$ cat config.mk
export PLATFORM = sky130hd
export DESIGN_NAME = mic_tap_line
export DESIGN_NICKNAME = d
export VERILOG_FILES = /design/src/rtl/mic_pkg.sv /design/src/rtl/mic_decim.sv /design/src/rtl/mic_tap_line.sv
export SDC_FILE = /design/constraint.sdc
export NUM_CORES = 1
export LEC_CHECK = 0
export ABC_CLOCK_PERIOD_IN_PS = 4600
export BUFFER_PORTS_ARGS = -buffer_cell sky130_fd_sc_hd__buf_2
export CORE_AREA = 4 4 263 265
export CTS_CLUSTER_DIAMETER = 60
export CTS_CLUSTER_SIZE = 20
export DETAILED_ROUTE_END_ITERATION = 12
export DIE_AREA = 0 0 267 269
export PLACE_DENSITY = 0.44
export RECOVER_POWER = 50
export SLEW_MARGIN = 40
export SYNTH_ARGS = -nofsm -noshare
export SYNTH_HDL_FRONTEND = slang
export SYNTH_SLANG_ARGS = --single-unit
export TNS_END_PERCENT = 30
$ cat constraint.sdc
create_clock -name clock -period 4.6 [get_ports clock]
set_input_delay 0 -clock clock [delete_from_list [all_inputs] [get_ports clock]]
set_output_delay 0 -clock clock [all_outputs]
set_load 0.005 [all_outputs]
$ cat src/rtl/mic_pkg.sv
// mic_pkg: shared tap type, fill state and offset-binary conversion for ADC consumers
package mic_pkg;
    localparam int TAP_WIDTH = 36;
    localparam int RAW_BITS = 12;
    typedef logic signed [TAP_WIDTH-1:0] tap_t;
    typedef enum logic {FILL, RUN} tap_state_e;
    function automatic tap_t adc_to_signed(input logic [RAW_BITS-1:0] raw);
        return {{(TAP_WIDTH-RAW_BITS+1){~raw[RAW_BITS-1]}}, raw[RAW_BITS-2:0]};
    endfunction
endpackage

$ cat src/rtl/mic_decim.sv
// mic_decim: keeps one of every DECIM valid samples, restartable by clear
module mic_decim #(
    parameter int DECIM = 1
) (
    input  logic clock,
    input  logic reset_n,
    input  logic clear,
    input  logic valid,
    output logic accept
);
    localparam int CW = DECIM > 1 ? $clog2(DECIM) : 1;
    logic [CW-1:0] dcnt;
    logic last;
    assign last = dcnt == CW'(DECIM-1);
    assign accept = valid && !clear && last;
    always_ff @(posedge clock or negedge reset_n)
        if (!reset_n) dcnt <= '0;
        else if (clear) dcnt <= '0;
        else if (valid) dcnt <= last ? '0 : dcnt + 1'b1;
endmodule

$ cat src/rtl/mic_tap_line.sv
// mic_tap_line: channel-selected, decimated, signed TAPS-deep sample window with fill tracking
module mic_tap_line import mic_pkg::*; #(
    parameter int WIDTH = 36,
    parameter int TAPS = 16,
    parameter int ADC_BITS = 12,
    parameter int NCH = 8,
    parameter int DECIM = 1,
    localparam int CW = NCH > 1 ? $clog2(NCH) : 1,
    localparam int FW = $clog2(TAPS+1)
) (
    input  logic                        clock,
    input  logic                        reset_n,
    input  logic [0:NCH-1][ADC_BITS-1:0] adc_ch,
    input  logic                        sample_valid,
    input  logic [CW-1:0]               ch_sel,
    input  logic                        flush,
    output logic signed [WIDTH-1:0]     f [0:TAPS-1],
    output logic                        f_strobe,
    output logic                        f_valid,
    output logic [FW-1:0]               fill_count
);
    logic [CW-1:0] active;
    tap_state_e state;
    logic [ADC_BITS-1:0] raw;
    logic signed [WIDTH-1:0] s;
    logic over, clear, accept;
    assign raw = adc_ch[active];
    // offset binary to two's complement is an MSB flip, then sign-extend
    assign s = {{(WIDTH-ADC_BITS+1){~raw[ADC_BITS-1]}}, raw[ADC_BITS-2:0]};
    assign over = 32'(ch_sel) >= NCH;
    assign clear = flush || over || ch_sel != active;
    assign f_valid = state == RUN;
    mic_decim #(.DECIM(DECIM)) u_decim (
        .clock(clock), .reset_n(reset_n), .clear(clear),
        .valid(sample_valid), .accept(accept)
    );
    always_ff @(posedge clock or negedge reset_n)
        if (!reset_n) begin
            for (int i = 0; i < TAPS; i++) f[i] <= '0;
            f_strobe <= 1'b0;
            fill_count <= '0;
            state <= FILL;
            active <= '0;
        end else if (clear) begin
            for (int i = 0; i < TAPS; i++) f[i] <= '0;
            f_strobe <= 1'b0;
            fill_count <= '0;
            state <= FILL;
            active <= over ? CW'(NCH-1) : ch_sel;
        end else begin
            f_strobe <= accept;
            if (accept) begin
                f[0] <= s;
                for (int i = 1; i < TAPS; i++) f[i] <= f[i-1];
                if (state == FILL) begin
                    fill_count <= fill_count + 1'b1;
                    if (fill_count == FW'(TAPS-1)) state <= RUN;
                end
            end
        end
endmodule

==> impl_metrics.ini <==
[sta]
setup_violations = 0
setup_tns_ns = 0
slew_viol_final = 32
finalHoldViolations = 0
max_freq_mhz = 359.1
clock_skew_ns = 0.01972
worst_slew_pin_slew_ns = 2.139
grt_setup_unrepaired = no
final.min_clock_period_ns = 2.785
hold_ws_ns = 0.04836
slew_headroom_pct = -42.63
min_period_over_period_pct = 60.54
fin_ws_ns = 1.815

[grt]
overflow = 0
grt_max_degree = 122
busiest_layer = met2
track_usage_pct = 8.571
met2_usage_pct = 14.75
grt_antenna_before_repair = 0
grt.met3_usage_pct = 2.528
grt_pass1_vias = 7483
grt_pass1_wl_um = 48210
grt_util_met1_pct = 10.39

[detailed_routing]
num_vias = 8079
drt_iter0_drc = 263
drt_wl_total_um = 34670
wire_per_inst_um = 15.06
postRouteAntennaNets = 0
drcViolationCount = 0
avgViaCountPerCell = 3.510
firstDrtPassIters = 4

[power]
powerDensity_nw_per_um2 = 311.9
power_leakage_nw = 7.695
peakVddDrop_uv = 259.8
total_power_mw = 4.463

[setup_path]
crit_type = reg2reg
path_max_fanout = 25
crit_path_end_kind = register
rr_endpoint = f[541]$_DFFE_PN0P_
crit_buf_inv = 3
r2r-start = active[0]$_DFFE_PN0P_
path_common_cell = dlygate4sd3_1
worstPathCellList = buf_4, mux4_2, dlygate4sd3_1, o22ai_1, dlygate4sd3_1, nor3_1
worstRegToRegCells = 6
r2r_slack_ns = 1.82
cp_top_family = buffers and inverters
crit_arrival_ns = 3.23
max_stage_delay_ns = 0.59
cp_slowest_cell = dlygate4sd3_1
cp-start-kind = register
worstPathRequired_ns = 5.04

[cells_and_area]
fin_cells = 2302
area_growth_pct = 22.60
stdcell_area_um2 = 14310
drive_above_1_share_pct = 42.06
finalNetCount = 1511
final_common_cell = buf_2
final_cell_mix = 502 x buf_2, 202 x dfrtp_1, 189 x nor2_1
post-route-util_pct = 21.42
antenna_cells = 0

[clock_tree]
clockRootBuffer = clkbuf_16
clkTransAtPathRegs_ns = 0.07
cts_resized = 0
cts_buffers = 29
cts_buffer_depth = 3
clock_latency_ns = 0.58
cts-htree-levels = 1
tritoncts = yes
post-cts-setup-buffer-count = 0
cts_sinks = 202

[yosys]
syn-num-nets = 1194
synth.avg_cell_area_um2 = 10.72
synth_cells = 1089
ys_types = 24
ys_warn_count = 0
synth.ff_latch_count = 202
synth-seq-area-share_pct = 43.32
syn_area_um2 = 11670

[floorplanning]
row_count = 95
coreArea_um2 = 66800
initial_core_util_pct = 17.47
die_x_um = 267
ios = 686
die_area_um2 = 71820
die_h_um = 269

[hold_path]
hold_depth = 4
min-delay-start = adc_ch[66]
holdPathEnd = f[546]$_DFFE_PN0P_
worstHoldPathType = in2reg

[placed_design]
place_area_um2 = 13140
dp.cells = 2215
pre_cts_ws_ns = 2.225
place.gp.congestion = 0.8048
numPortBuffers = 685
dpl.hpwl_um = 25830

[run_status]
outcome = finished, violations left
violations = max-capacitance violations, max-slew violations

[run]
drv_cap = 1
## logic make-up (layout without fill, tap and decap cells)
group                      after synthesis  count (layout)  synth area share, %
DFF                                    202             202                43.32
adders and majority gates                2               2               0.2144
AOI/OAI and AO/OA                       13              13               0.6970
muxes                                  207             207                20.33
buffers and inverters                  442             782                27.56
xor gates and xnor gates                 6               6               0.4504
and+or+nand+nor                        217             217                7.431
## synth_stat cells, drive strengths merged
cell type	count	share of area (%)
o22ai	11	0.59
inv	2	0.064
xor2	5	0.38
nand2b	1	0.054
buf	416	27
a211oi	1	0.064
mux2i	183	16
nor2b	1	0.054
and3	1	0.054
mux4	24	4.6
dfrtp	202	43
xnor2	1	0.075
nand2	2	0.064
nor2	199	6.6
or4	1	0.064
nor3	11	0.47
nand4	1	0.054
ha	2	0.21
a21oi	1	0.043
clkbuf	24	0.77
## worst reg2reg max path, cell delays in order (launching register included)
cell           delay [ns]
dfrtp_1              0.33
buf_4                0.39
mux4_2               0.59
dlygate4sd3_1        0.57
o22ai_1              0.13
dlygate4sd3_1        0.59
nor3_1               0.05
## routing by layer
metal,share of wire [%],wire length [um]
met1,39,13630
met2,50,17210
met3,8.6,2994
met4,2.4,832
met5,0,0
## timing repair
action,in CTS,in global routing
endpoints found under the hold margin,122,31
endpoints found under the setup margin,0,0
hold buffers,31,1
## flip-flops by register name, indices dropped and copies added, names as in the netlist
signal      flops
f_strobe        1
active          3
f_valid         1
f             192
fill_count      5
## worst max-delay path by stage
stage / start / endpoint / cells past startpoint
detailed placement: active[0]$_DFFE_PN0P_ / f[547]$_DFFE_PN0P_ / 5
floorplan: active[2]$_DFFE_PN0P_ / f[286]$_DFFE_PN0P_ / 7
global route: reset_n / f[148]$_DFFE_PN0P_ / 4
global placement: active[2]$_DFFE_PN0P_ / f[541]$_DFFE_PN0P_ / 5
CTS: active[0]$_DFFE_PN0P_ / f[541]$_DFFE_PN0P_ / 6
finish: active[0]$_DFFE_PN0P_ / f[541]$_DFFE_PN0P_ / 6
## final cells by class
cell class,count,area (um^2)
inverter,2,7.507
fill,7373,52500
multi-input combinational,445,3402
clock inverter,24,314.1
timing repair buffer,726,3696
tap,873,1092
sequential,202,5055
clock buffer,30,739.5
## where the power goes
| group | total, mW | internal [mW] | switching, mW |
|---|---|---|---|
| logic | 0.316 | 0.149 | 0.167 |
| clock network | 2.36 | 1.35 | 1.01 |
| registers | 1.79 | 1.78 | 0.00470 |
Note: power is estimated with default switching activity, not from simulation.
